### config.mk
export PLATFORM = sky130hd
export DESIGN_NAME = warpv_l15_bridge
export DESIGN_NICKNAME = d
export VERILOG_FILES = /design/src/rtl/warpv_l15_bridge.sv
export SDC_FILE = /design/constraint.sdc
export NUM_CORES = 1
export LEC_CHECK = 0
export CORE_AREA = 2 2 181 183
export CTS_CLUSTER_DIAMETER = 80
export DETAILED_ROUTE_END_ITERATION = 16
export DIE_AREA = 0 0 183 185
export PLACE_DENSITY = 0.61
export SLEW_MARGIN = 25
export SYNTH_ARGS = -nofsm -noshare
export SYNTH_HDL_FRONTEND = slang
export SYNTH_SLANG_ARGS = --single-unit
### constraint.sdc
create_clock -name clk -period 1.7 [get_ports clk]
set_input_delay 0.34 -clock clk [delete_from_list [all_inputs] [get_ports clk]]
set_output_delay 0.34 -clock clk [all_outputs]
set_load 0.03 [all_outputs]
### src/rtl/warpv_l15_bridge.sv
// WARP-V memory port to OpenPiton L1.5 bridge, single outstanding request.
// Optional atomics (SWAP_RQ / ATOMIC_RES) under `WARPV_L15_AMO_EN.
module warpv_l15_bridge #(
  parameter int XLEN           = 32,
  parameter int PHY_ADDR_WIDTH = 40,
  parameter int NC_BIT         = XLEN - 1,
  parameter int TIMEOUT_CYCLES = 1024
) (
  input  logic                      clk,
  input  logic                      rst_n,
  input  logic                      core_req_valid,
  output logic                      core_req_ready,
  input  logic [XLEN-1:0]           core_req_addr,
  input  logic [XLEN-1:0]           core_req_wdata,
  input  logic [XLEN/8-1:0]         core_req_wstrb,
  input  logic [3:0]                core_req_amo_op,
  output logic                      core_rsp_valid,
  output logic [XLEN-1:0]           core_rsp_rdata,
  output logic                      core_rsp_err,
  output logic                      transducer_l15_val,
  output logic [4:0]                transducer_l15_rqtype,
  output logic [2:0]                transducer_l15_size,
  output logic [PHY_ADDR_WIDTH-1:0] transducer_l15_address,
  output logic [63:0]               transducer_l15_data,
  output logic                      transducer_l15_nc,
  output logic [3:0]                transducer_l15_amo_op,
  output logic                      transducer_l15_threadid,
  output logic                      transducer_l15_prefetch,
  output logic                      transducer_l15_invalidate_cacheline,
  output logic                      transducer_l15_blockstore,
  output logic                      transducer_l15_blockinitstore,
  output logic [1:0]                transducer_l15_l1rplway,
  output logic [63:0]               transducer_l15_data_next_entry,
  output logic [32:0]               transducer_l15_csm_data,
  input  logic                      l15_transducer_ack,
  input  logic                      l15_transducer_header_ack,
  input  logic                      l15_transducer_val,
  input  logic [3:0]                l15_transducer_returntype,
  input  logic [63:0]               l15_transducer_data_0,
  input  logic [63:0]               l15_transducer_data_1,
  output logic                      transducer_l15_req_ack,
  output logic                      warpv_int
);

  localparam int SW = XLEN / 8;
  localparam int CW = (TIMEOUT_CYCLES > 1) ? $clog2(TIMEOUT_CYCLES) : 1;
  localparam logic [CW-1:0] TO_LAST =
    CW'((TIMEOUT_CYCLES > 0) ? TIMEOUT_CYCLES - 1 : 0);

  localparam logic [1:0] S_IDLE = 2'd0;
  localparam logic [1:0] S_REQ  = 2'd1;
  localparam logic [1:0] S_WAIT = 2'd2;
  localparam logic [1:0] S_RESP = 2'd3;

  localparam logic [4:0] LOAD_RQ  = 5'b00000;
  localparam logic [4:0] STORE_RQ = 5'b00001;
  localparam logic [4:0] SWAP_RQ  = 5'b00110;

  localparam logic [3:0] LOAD_RET   = 4'b0000;
  localparam logic [3:0] ST_ACK     = 4'b0100;
  localparam logic [3:0] INT_RET    = 4'b0111;
  localparam logic [3:0] ATOMIC_RES = 4'b1110;

  // {legal, size}: legal is 0 / aligned run of 1,2,4,8 bytes
  function automatic logic [3:0] strb_dec(input logic [SW-1:0] s);
    logic [3:0]    r;
    logic [SW-1:0] pat;
    int            n;
    r = (s == '0) ? 4'b1000 : 4'b0000;
    for (int lg = 0; lg < 4; lg++) begin
      n = 1 << lg;
      for (int o = 0; o < SW; o++) begin
        for (int b = 0; b < SW; b++)
          pat[b] = (b >= o) && (b < o + n);
        if (n <= SW && (o % n) == 0 &&
            (o + n) <= SW && s == pat)
          r = {1'b1, 3'(lg + 1)};
      end
    end
    return r;
  endfunction

  function automatic logic [XLEN-1:0] bswap(
    input logic [XLEN-1:0] d
  );
    logic [XLEN-1:0] r;
    for (int i = 0; i < SW; i++)
      r[8*i +: 8] = d[XLEN-8-8*i +: 8];
    return r;
  endfunction

  logic [1:0]      state;
  logic [XLEN-1:0] addr_q;
  logic [XLEN-1:0] wdata_q;
  logic [SW-1:0]   wstrb_q;
  logic [3:0]      amo_q;
  logic [CW-1:0]   cnt;
  logic [XLEN-1:0] rdata_q;
  logic            err_q;
  logic            int_q;

  logic [3:0]      in_dec;
  logic [3:0]      q_dec;
  logic            is_amo;
  logic [3:0]      amo_fwd;
  logic [PHY_ADDR_WIDTH-1:0] paddr;
  logic [63:0]     st_word;
  logic [XLEN-1:0] ld_word;
  logic            rsp_hit;
  logic            rsp_ld;
  logic            timeout;
  logic            unused_ok;

  assign in_dec = strb_dec(core_req_wstrb);
  assign q_dec  = strb_dec(wstrb_q);

`ifdef WARPV_L15_AMO_EN
  assign is_amo    = (amo_q != 4'd0) && (wstrb_q != '0);
  assign amo_fwd   = is_amo ? amo_q : 4'd0;
  assign unused_ok = l15_transducer_header_ack;
`else
  assign is_amo    = 1'b0;
  assign amo_fwd   = 4'd0;
  assign unused_ok = ^{l15_transducer_header_ack, amo_q};
`endif

  if (PHY_ADDR_WIDTH > XLEN) begin : g_sext
    assign paddr = {{(PHY_ADDR_WIDTH-XLEN){addr_q[XLEN-1]}}, addr_q};
  end else begin : g_trunc
    assign paddr = addr_q[PHY_ADDR_WIDTH-1:0];
  end

  if (XLEN == 32) begin : g_x32
    logic [31:0] sw;
    assign sw      = bswap(wdata_q);
    assign st_word = {sw, sw};
    always_comb begin
      ld_word = '0;
      unique case (addr_q[3:2])
        2'b00:   ld_word = l15_transducer_data_0[63:32];
        2'b01:   ld_word = l15_transducer_data_0[31:0];
        2'b10:   ld_word = l15_transducer_data_1[63:32];
        default: ld_word = l15_transducer_data_1[31:0];
      endcase
    end
  end else begin : g_x64
    assign st_word = bswap(wdata_q);
    assign ld_word = addr_q[3] ? l15_transducer_data_1
                               : l15_transducer_data_0;
  end

  always_comb begin
    rsp_hit = 1'b0;
    rsp_ld  = 1'b0;
    if (l15_transducer_val) begin
      unique case (1'b1)
        (l15_transducer_returntype == LOAD_RET): begin
          rsp_hit = 1'b1;
          rsp_ld  = 1'b1;
        end
        (l15_transducer_returntype == ST_ACK):
          rsp_hit = 1'b1;
`ifdef WARPV_L15_AMO_EN
        (l15_transducer_returntype == ATOMIC_RES): begin
          rsp_hit = 1'b1;
          rsp_ld  = 1'b1;
        end
`endif
        default: ;
      endcase
    end
  end

  assign timeout = (TIMEOUT_CYCLES != 0) && (cnt == TO_LAST);

  always_ff @(posedge clk) begin
    if (!rst_n) begin
      state   <= S_IDLE;
      addr_q  <= '0;
      wdata_q <= '0;
      wstrb_q <= '0;
      amo_q   <= '0;
      cnt     <= '0;
      rdata_q <= '0;
      err_q   <= 1'b0;
      int_q   <= 1'b0;
    end else begin
      int_q <= l15_transducer_val &&
               l15_transducer_returntype == INT_RET &&
               l15_transducer_data_0[17:16] == 2'b01;
      unique case (state)
        S_IDLE: if (core_req_valid) begin
          addr_q  <= core_req_addr;
          wdata_q <= core_req_wdata;
          wstrb_q <= core_req_wstrb;
          amo_q   <= core_req_amo_op;
          if (in_dec[3]) begin
            state <= S_REQ;
          end else begin
            state   <= S_RESP;
            err_q   <= 1'b1;
            rdata_q <= '0;
          end
        end
        S_REQ: if (l15_transducer_ack) begin
          state <= S_WAIT;
          cnt   <= '0;
        end
        S_WAIT: begin
          if (rsp_hit) begin
            state   <= S_RESP;
            err_q   <= 1'b0;
            rdata_q <= rsp_ld ? bswap(ld_word) : '0;
          end else if (timeout) begin
            state   <= S_RESP;
            err_q   <= 1'b1;
            rdata_q <= '0;
          end else begin
            cnt <= cnt + 1'b1;
          end
        end
        default: state <= S_IDLE;
      endcase
    end
  end

  assign core_req_ready = rst_n && state == S_IDLE;
  assign core_rsp_valid = state == S_RESP;
  assign core_rsp_rdata = rdata_q;
  assign core_rsp_err   = err_q;
  assign warpv_int      = int_q;
  assign transducer_l15_req_ack = rst_n && l15_transducer_val;

  always_comb begin
    transducer_l15_val     = 1'b0;
    transducer_l15_rqtype  = '0;
    transducer_l15_size    = '0;
    transducer_l15_address = '0;
    transducer_l15_data    = '0;
    transducer_l15_nc      = 1'b0;
    transducer_l15_amo_op  = '0;
    if (state == S_REQ) begin
      transducer_l15_val     = 1'b1;
      transducer_l15_address = paddr;
      transducer_l15_nc      = addr_q[NC_BIT] | is_amo;
      transducer_l15_amo_op  = amo_fwd;
      if (wstrb_q == '0) begin
        transducer_l15_rqtype = LOAD_RQ;
        transducer_l15_size   = (XLEN == 32) ? 3'b011 : 3'b100;
      end else begin
        transducer_l15_rqtype = is_amo ? SWAP_RQ : STORE_RQ;
        transducer_l15_size   = q_dec[2:0];
        transducer_l15_data   = st_word;
      end
    end
  end

  assign transducer_l15_threadid             = 1'b0;
  assign transducer_l15_prefetch             = 1'b0;
  assign transducer_l15_invalidate_cacheline = 1'b0;
  assign transducer_l15_blockstore           = 1'b0;
  assign transducer_l15_blockinitstore       = 1'b0;
  assign transducer_l15_l1rplway             = '0;
  assign transducer_l15_data_next_entry      = '0;
  assign transducer_l15_csm_data             = '0;

endmodule

==> metrics.cfg, run 1 <==
[run]
cap_violations = 0

[power_and_ir_drop]
sw_frac_of_total_pct = 38.5
combPwrFrac_pct = 56.3
vdd_drop_max_mv = 0.683
seqPwrFrac_pct = 20.6
p_clk_share_pct = 23.1
p_sw_w = 0.00613
p_int_w = 0.00981
p_leak_nw = 5.44
power_density_nw_per_um2 = 1220

[timing]
post-route-period-util_pct = 124
fmax_mhz = 472
rsz0062_at_grt = yes
min_period_ps = 2120
slew_violations = 0
setup_ws_ps = -416
setup_violations = 195
fin_skew_ps = 9.46
hold_violations = 0
holdWs_ps = 391

[global_route]
grt_overflow = 0
track_usage_pct = 13.7
grt_pass1_wl_um = 35500
grt_pass1_vias = 6367
antenna_found_initial = 2
grt_max_degree = 56

[logic_synthesis]
synthTopCellsByArea = dfxtp_1 (33%), buf_4 (17%), nand2_1 (11%), mux4_2 (10%), and2_1 (6.0%)
synth_xor_area_share_pct = 0.255
yosysTopAreaCellShare_pct = 33.2
synth.area.mux_share_pct = 15.3
synthesis.area_um2 = 6870
syn_inst = 812
synth.avg_cell_area_um2 = 8.46
synth-compound-area-share_pct = 8.67
synth_cell_types = 39
synth_top_family_by_area = simple AND/OR/NAND/NOR gates
ys_ff_latch = 114
synthSimpleGateAreaFrac_pct = 20.9
synth.yosys.seq_area_share_pct = 33.2
synth_fa_ha_area_share_pct = 0.910
synth_warnings = 0
synth_top_cell_by_area = dfxtp_1

[finish]
mostFrequentLayoutCells = clkdlybuf4s50_1 (199), nand2_1 (138), conb_1 (113)
fillers = 3099
multi_input_comb_area_um2 = 4680
drive_above_1_share_pct = 43.0
nNetsFinal = 1409
synthToLayoutAreaGrowth_pct = 90.7
seqCellArea_um2 = 2290
final_common_cell = clkdlybuf4s50_1
instances_no_fill = 1616
finalInstanceArea_um2 = 13100

[outcome]
outcome = finished, violations left
violations = negative setup slack

[clock_network]
clkTransAtPathRegs_ps = 60
numCtsBuffers = 17
clk_latency_ps = 420
cts_tree = yes
root_buffer = clkbuf_16
clk_path_buf_depth = 2
htree_levels = 4
cts.sinks = 114

[route]
drt-pass1-iter-count = 5
wire_per_inst_um = 17.3
drt-initial-drc-count = 305
drtAntennaViolNets = 0
num_vias = 6927
routed_wl_um = 28000
viasPerCell = 4.29
drc = 0

[worst_setup_path]
crit_required_ps = 1360
critPathLaunchType = register
endpoint_kind = output pin
crit_type = reg2out
crit_fanout = 6
arrival_ps = 1780

[placed_design]
place_area_um2 = 10300
place_ws_ps = -507
dp_hpwl_um = 17500
gp_congestion = 0.746
io_buffers = 350
dp.cells = 1527

[floorplanning]
ios = 469
dieArea_um2 = 33900
rows = 66
die_y_um = 185
die_w_um = 183
start_util_pct = 21.4
core-area_um2 = 32000

[worst_hold_path]
hp-class = in2reg

## layout make-up
cell class	count	area share, %
Antenna cell	1	0.0191
Clock buffer	18	3.35
Clock inverter	14	1.19
Inverter	9	0.391
Multi-Input combinational cell	602	35.7
Sequential cell	114	17.5
Tap cell	408	3.90
Timing Repair Buffer	450	37.9
## power by group through the flow
| stage | logic [W] | registers, W | clock network (W) |
|---|---|---|---|
| 2_1_floorplan | 0.00339 | 0.00321 | 0 |
| 3_3_place_gp | 0.00506 | 0.00321 | 0 |
| 3_5_place_dp | 0.00508 | 0.00322 | 0 |
| 4_1_cts | 0.00651 | 0.00319 | 0.00380 |
| 5_1_grt | 0.00943 | 0.00332 | 0.00391 |
| 6_report | 0.00897 | 0.00328 | 0.00368 |
## critical path, stage by stage, from the launching register on
cell	delay, ps
dfxtp_2	320
or3_4	440
o21a_4	270
and2_4	190
buf_6	140
## state kept, by name (all words and copies together) (netlist names)
signal / flops
addr_q: 32
cnt: 10
core_rsp_err: 1
core_rsp_rdata: 32
state: 2
warpv_int: 1
wdata_q: 32
wstrb_q: 4
## cells by family after synthesis
group                      after synthesis
AOI/OAI and AO/OA                      107
and+or+nand+nor                        304
muxes                                   65
xor gates and xnor gates                 2
other                                    1
buffers and inverters                  214
adders and majority gates                5
DFF                                    114
## synth_stat cells, drive strengths merged
master  number
and4         3
a21oi       82
nor2         5
or4          9
or3          2
inv          9
clkbuf      30
nor4b        2
dfxtp      114
o22a         1
a311oi       1
a31oi        3
o21a         1
and2        66
o211ai       1
ha           5
xor2         2
nand2      205
a21o         1
conb         1
o31ai        7
a211o        1
o21bai       1
nand4b       2
buf        175
mux2i       33
nand4        7
mux4        32
a32oi        1
o22ai        1
nand3        2
o221a        1
o21ai        5
nor3         1
## final timing paths
path | slack (ps) | depth (start not counted) | to | start
worst max-delay path | -420 | 4 | transducer_l15_data[36] | wstrb_q[1]$_SDFFE_PN0P_
worst min-delay path | 390 | 3 | warpv_int$_SDFF_PN0_ | l15_transducer_returntype[1]
worst max register to register | -270 | 12 | core_rsp_rdata[27]$_SDFFE_PN0P_ | state[1]$_SDFFE_PN0P_
worst min register to register | 450 | 2 | addr_q[15]$_SDFFE_PN0P_ | addr_q[15]$_SDFFE_PN0P_
## layer usage
| layer | GRT usage, % | wire length, um |
|---|---|---|
| met1 | 16.6 | 11500 |
| met5 | 0 | 0 |
| met2 | 24.0 | 14300 |
| met3 | 2.89 | 1390 |
| met4 | 4.42 | 724 |
## timing repair
action                                  in CTS  in global routing
cloned                                      11                 17
buffers inserted                            21                 17
endpoints found under the hold margin        0                  0
endpoints found under the setup margin     187                209
pin swaps                                   41                122
hold buffers                                 0                  0
resized for setup                          207                236
## through the flow
step | setup TNS, ps | total power (W) | util (%)
2_1_floorplan | -1330 | 0.00660 | -
3_3_place_gp | -24940 | 0.00827 | 32.3
3_5_place_dp | -26680 | 0.00831 | 32.3
4_1_cts | -42630 | 0.0135 | 36.9
5_1_grt | -61630 | 0.0167 | 40.9
6_report | -47180 | 0.0159 | 40.9
(Power assumes the default switching activity.)
==> run 2, diff against run 1 <==
==> constraint.sdc (replaced) <==
create_clock -name clk -period 1.7 [get_ports clk]
set_input_delay 0.34 -clock clk [delete_from_list [all_inputs] [get_ports clk]]
set_output_delay 0.34 -clock clk [all_outputs]
set_load 0.1 [all_outputs]
==> run 2 against run 1 <==
- the flow still finishes with violations (negative setup slack)
- largest power group unchanged
- combinational power up 5.8%
- sequential cell count unchanged
- count of clock-buffer cells in the layout increased by 1
- largest cell class unchanged
- total power up 3.8%
- critical endpoint is now transducer_l15_data[5]
==> metrics.cfg, run 2 (same netlist as run 1, synthesis figures left out) <==
[outcome]
outcome = finished, violations left
violations = negative setup slack

[finish]
multi_input_comb_area_um2 = 4140
fillers = 3050
instances_no_fill = 1608
nNetsFinal = 1401
finalInstanceArea_um2 = 13600
drive_above_1_share_pct = 37.2
mostFrequentLayoutCells = clkdlybuf4s50_1 (200), nand2_1 (186), buf_12 (154)
final_core_util_pct = 42.6
seqCellArea_um2 = 2290
final_common_cell = clkdlybuf4s50_1
synthToLayoutAreaGrowth_pct = 98.6

[clock_network]
clk_path_buf_depth = 2
ctsHoldBuffers = 0
clkTransAtPathRegs_ps = 60
numCtsBuffers = 17
root_buffer = clkbuf_16
cts.sinks = 114
htree_levels = 4
clk_latency_ps = 420
cts_tree = yes

[placed_design]
place_area_um2 = 12100
dp.cells = 1533
gp_congestion = 0.739
dp_hpwl_um = 18800
io_buffers = 350

[floorplanning]
die_y_um = 185
die_w_um = 183
start_util_pct = 21.4
ios = 469
rows = 66
core-area_um2 = 32000
dieArea_um2 = 33900

[worst_setup_path]
crit_type = reg2out
crit_fanout = 8
crit_slowest_cell = or3_4
endpoint_kind = output pin
cp_num_buf_inv = 1
setup.worst_path.start = wstrb_q[1]$_SDFFE_PN0P_
arrival_ps = 1790
critical-path-top-delay-family = simple AND/OR/NAND/NOR gates
cpPeakStageDelay_ps = 440
crit_required_ps = 1360
r2r_start = state[0]$_SDFFE_PN0P_
crit_path_cell_trace = or3_4 > o21a_4 > and2_4 > buf_12
critPathLaunchType = register

[power_and_ir_drop]
power_density_nw_per_um2 = 1210
vdd_drop_max_mv = 0.751
p_leak_nw = 5.30

[route]
routed_wl_um = 26600
viasPerCell = 4.19
wire_per_inst_um = 16.5
drtAntennaViolNets = 0
num_vias = 6734
drt-pass1-iter-count = 4
drc = 0
drt-initial-drc-count = 272

[timing]
rsz0062_at_grt = yes
setup_tns_ps = -44880
holdWs_ps = 317
setup_ws_ps = -431
hold_violations = 0
post-route-period-util_pct = 125
setup_violations = 151
fin_skew_ps = 10.6
min_period_ps = 2130
fmax_mhz = 469
slew_violations = 0

[run]
cap_violations = 0

[worst_hold_path]
hp-class = in2reg
worstHoldStart = l15_transducer_returntype[0]

[global_route]
grt_pass1_vias = 6427
grt_pass1_wl_um = 37400
grt_max_degree = 42
antenna_found_initial = 3
grt_overflow = 0
track_usage_pct = 14.6

-- run 2: worst register-to-register path, cell delays in order, from the launching register on --
cell	delay, ps
dfxtp_2	320
buf_6	110
ha_4	190
buf_6	140
buf_6	120
mux2i_4	190
a211o_4	310
or4_4	490
a21oi_2	120
-- run 2: layout make-up --
type | count | share of cell area (%)
timing repair buffer | 444 | 44.2
multi-input combinational | 600 | 30.3
sequential | 114 | 16.8
tap | 408 | 3.74
clock buffer | 19 | 3.32
clock inverter | 13 | 1.26
inverter | 9 | 0.321
antenna | 1 | 0.0183
-- run 2: power by group --
| group | switching (W) | leakage, nW | internal [W] |
|---|---|---|---|
| Combinational | 0.00556 | 4.06 | 0.00393 |
| Sequential | 0.000182 | 0.931 | 0.00300 |
| Clock | 0.00146 | 0.301 | 0.00241 |
-- run 2: layer usage --
layer	GRT usage [%]	vias to the layer above	share of wire, %
met5	0	-	0.049
met4	3.62	2	2.0
met3	4.86	34	8.5
met2	26.2	324	52
met1	16.6	3159	37
li1	-	3215	-
-- run 2: worst paths after layout --
path                              to  slack (ps)  depth (start not counted)
max           transducer_l15_data[5]        -430                          4
min             warpv_int$_SDFF_PN0_         320                          3
max reg2reg      cnt[9]$_SDFFE_PN0P_        -370                          8
min reg2reg  wdata_q[4]$_SDFFE_PN0P_         450                          2
-- run 2: stage by stage --
stage	worst slack (ps)	total power, W
2_1_floorplan	-487	0.00874
3_3_place_gp	-484	0.0109
3_5_place_dp	-515	0.0110
4_1_cts	-455	0.0165
5_1_grt	-487	0.0173
6_report	-431	0.0165
-- run 2: what timing repair did --
action,4_1_cts,5_1_grt
gates resized for setup,57,65
setup buffers,23,12
endpoints found under the setup margin,131,163
gates cloned,10,4
hold endpoints to repair,0,0
pin swaps,39,24
==> patch (settings of run 2) <==
Change the parameter `TIMEOUT_CYCLES` from 1024 to 2048.
--- a/src/rtl/warpv_l15_bridge.sv
+++ b/src/rtl/warpv_l15_bridge.sv
@@ -4,7 +4,7 @@
   parameter int XLEN           = 32,
   parameter int PHY_ADDR_WIDTH = 40,
   parameter int NC_BIT         = XLEN - 1,
-  parameter int TIMEOUT_CYCLES = 1024
+  parameter int TIMEOUT_CYCLES = 2048
 ) (
   input  logic                      clk,
   input  logic                      rst_n,
Function: no difference found for any inputs over 4 cycles, from zero or initial values and one cycle with rst_n low; that may be too few to reach the edited logic, so the function may still have changed.
==> patch against run 2 <==
The run still ends with negative setup slack left. Worst hold slack got worse by 69 ps. Fmax decreased by 1.4%. Sequential cell count increased by 1. Power decreased by 6.8%. Non-clock buffer count decreased by 21. Clock power decreased by 1%. Design area decreased by 0.26%. Area after synthesis increased by 1.6%. Sequential power about the same. Worst setup slack got worse by 30 ps. Combinational power decreased by 11%. Routed wire length decreased by 4.4%. Final cell count decreased by 1.1%. Critical path type unchanged.
==> patch: results (changes against run 2) <==
nNetsFinal: 1384  # -1.2%
ys_async_sr_fraction_pct: 0  # unchanged
crit_family: "simple AND/OR/NAND/NOR gates"
min-delay-path-class: "in -> reg"
worstReg2RegStart: "state[0]$_SDFFE_PN0P_"
wl_per_cell_um: 16.0  # -3.3%
grt_pass1_wl_um: 35100  # -6.2%
cts-root-buf: "clkbuf_16"
n_fill_cell: 3027  # -0.75%
synth.mux.area_fraction_pct: 10.6  # -4.7 points
worst_slack_ps: -462  # -30.4 ps
grt_start_max_net_pins: 69  # +64%
ys_warn_count: 0  # unchanged
min-delay-start: "rst_n"
setup_violations: 154  # +2.0%
drt_iter0_markers: 219  # -19%
clk_pin_slew_worst_paths_ps: 60  # about the same
synth-compound-area-share_pct: 12.2  # +3.5 points
pre_cts_slack_ps: -486  # +28.9 ps
hold_path_depth: 3  # unchanged
diodes: 0  # -1
rrSetupSlack_ps: -140  # +230 ps
crit_arrival_ps: 1820  # +30 ps
grt_use_total_pct: 13.6  # -0.98 points
rr_worst_depth: 10  # +2
cp_max_fo: 8  # unchanged
critPathMaxStageDelay_ps: 460  # +20 ps
synthDistinctLibCells: 46  # +18%
dpl.hpwl_um: 17800  # -5.1%
synth_fa_ha_area_share_pct: 1.04  # +0.13 points
min_to: "state[0]$_SDFFE_PN0P_"
dp_cells: 1518  # -0.98%
synthXorXnorAreaFrac_pct: 1.25  # +1.0 points
syn_avg_cell_area_um2: 8.53  # +0.75%
drive_above_1_share_pct: 35.8  # -1.4 points
synthTopCellsByCount: "nand2_1 (175), buf_4 (156), dfxtp_1 (115)"
cellLeakagePower_nw: 5.20  # -1.8%
violations: "negative setup slack"
run_status: "finished, violations left"
antenna_found_initial: 0  # -3
dr.pass1.iters: 4  # unchanged
num_vias: 6570  # -2.4%
r2r-end: "core_rsp_rdata[26]$_SDFFE_PN0P_"
startpoint: "wstrb_q[3]$_SDFFE_PN0P_"
ys_seq_area_share_pct: 33.0  # -0.24 points
gp_congestion: 0.751  # +1.7%
grt_pass1_vias: 6375  # -0.81%
wirelength_um: 25400  # -4.4%
grt_overflow: 0  # unchanged
clock_skew_ps: 10.5  # -0.111 ps
crit_path_end: "transducer_l15_data[37]"
synthTopCellsByArea: "dfxtp_1 (33%), buf_4 (17%), mux4_2 (10%)"
peakVddDrop_mv: 0.852  # +13%
cts-buffers-inserted: 17  # unchanged
-- patch: changes by cell type in the layout (fill, tap and decap cells not counted), sizes merged, moves of 7 or more --
cell / delta
o31ai: -7
nor2: +7
inv: -8
or4: -9
mux2i: -31
clkbuf: +8
buf: -25
nand2: -30
a21oi: -79
o21ai: +33
a21boi: +69
nand3: +36
-- patch: power breakdown --
group          internal [mW]  switching [mW]  total (mW)
Sequential              3.00           0.179        3.18
Combinational           3.36            5.05        8.42
Clock                   2.48            1.33        3.82
-- patch: cell type report --
type	instances	area share [%]
repair buffers	423	43.5
multi-input cells	606	31.1
flip-flops and latches	115	17.0
well taps	408	3.75
clock buffers	22	3.34
clock inverters	10	1.15
inverters	6	0.202
-- patch: tightest hold or removal path: cells and delay by family --
family	cells	cell delay, ps
buf+inv	1	160
simple gates	1	60
compound gates	1	60
-- patch: metal layers --
metal	wire [um]	track usage, %	vias up	part of all wire, %
li1	-	-	3183	-
met1	9640	15.2	3077	38
met2	13400	24.5	285	53
met3	1750	3.99	25	6.9
met4	577	4.83	0	2.3
met5	0	0	-	0
-- patch: cells by family (layout without fill, tap and decap cells) --
logic type	count (synthesis)	count (layout)
mux	34	34
flops	115	115
buf+inv	214	461
fa+ha+maj	6	6
other cells	1	113
compound gates	125	129
xor+xnor	10	10
simple gates	314	314
-- patch: repair_timing --
action | in CTS | in global routing
pin swaps | 12 | 29
setup buffers | 14 | 13
gates resized for setup | 47 | 72
endpoints found under the hold margin | 0 | 0
setup endpoints to repair | 220 | 222
cloned | 7 | 11
-- patch: metrics by stage --
stage	setup TNS, ps	util, %	hold slack, ps	area, um^2
after global routing	-55590	42.5	257	13600
after CTS	-46090	40.8	229	13100
after detailed placement	-40030	37.5	454	12000
final	-45100	42.5	248	13600
after floorplan	-38230	-	439	8060
after global placement	-36790	37.5	448	12000
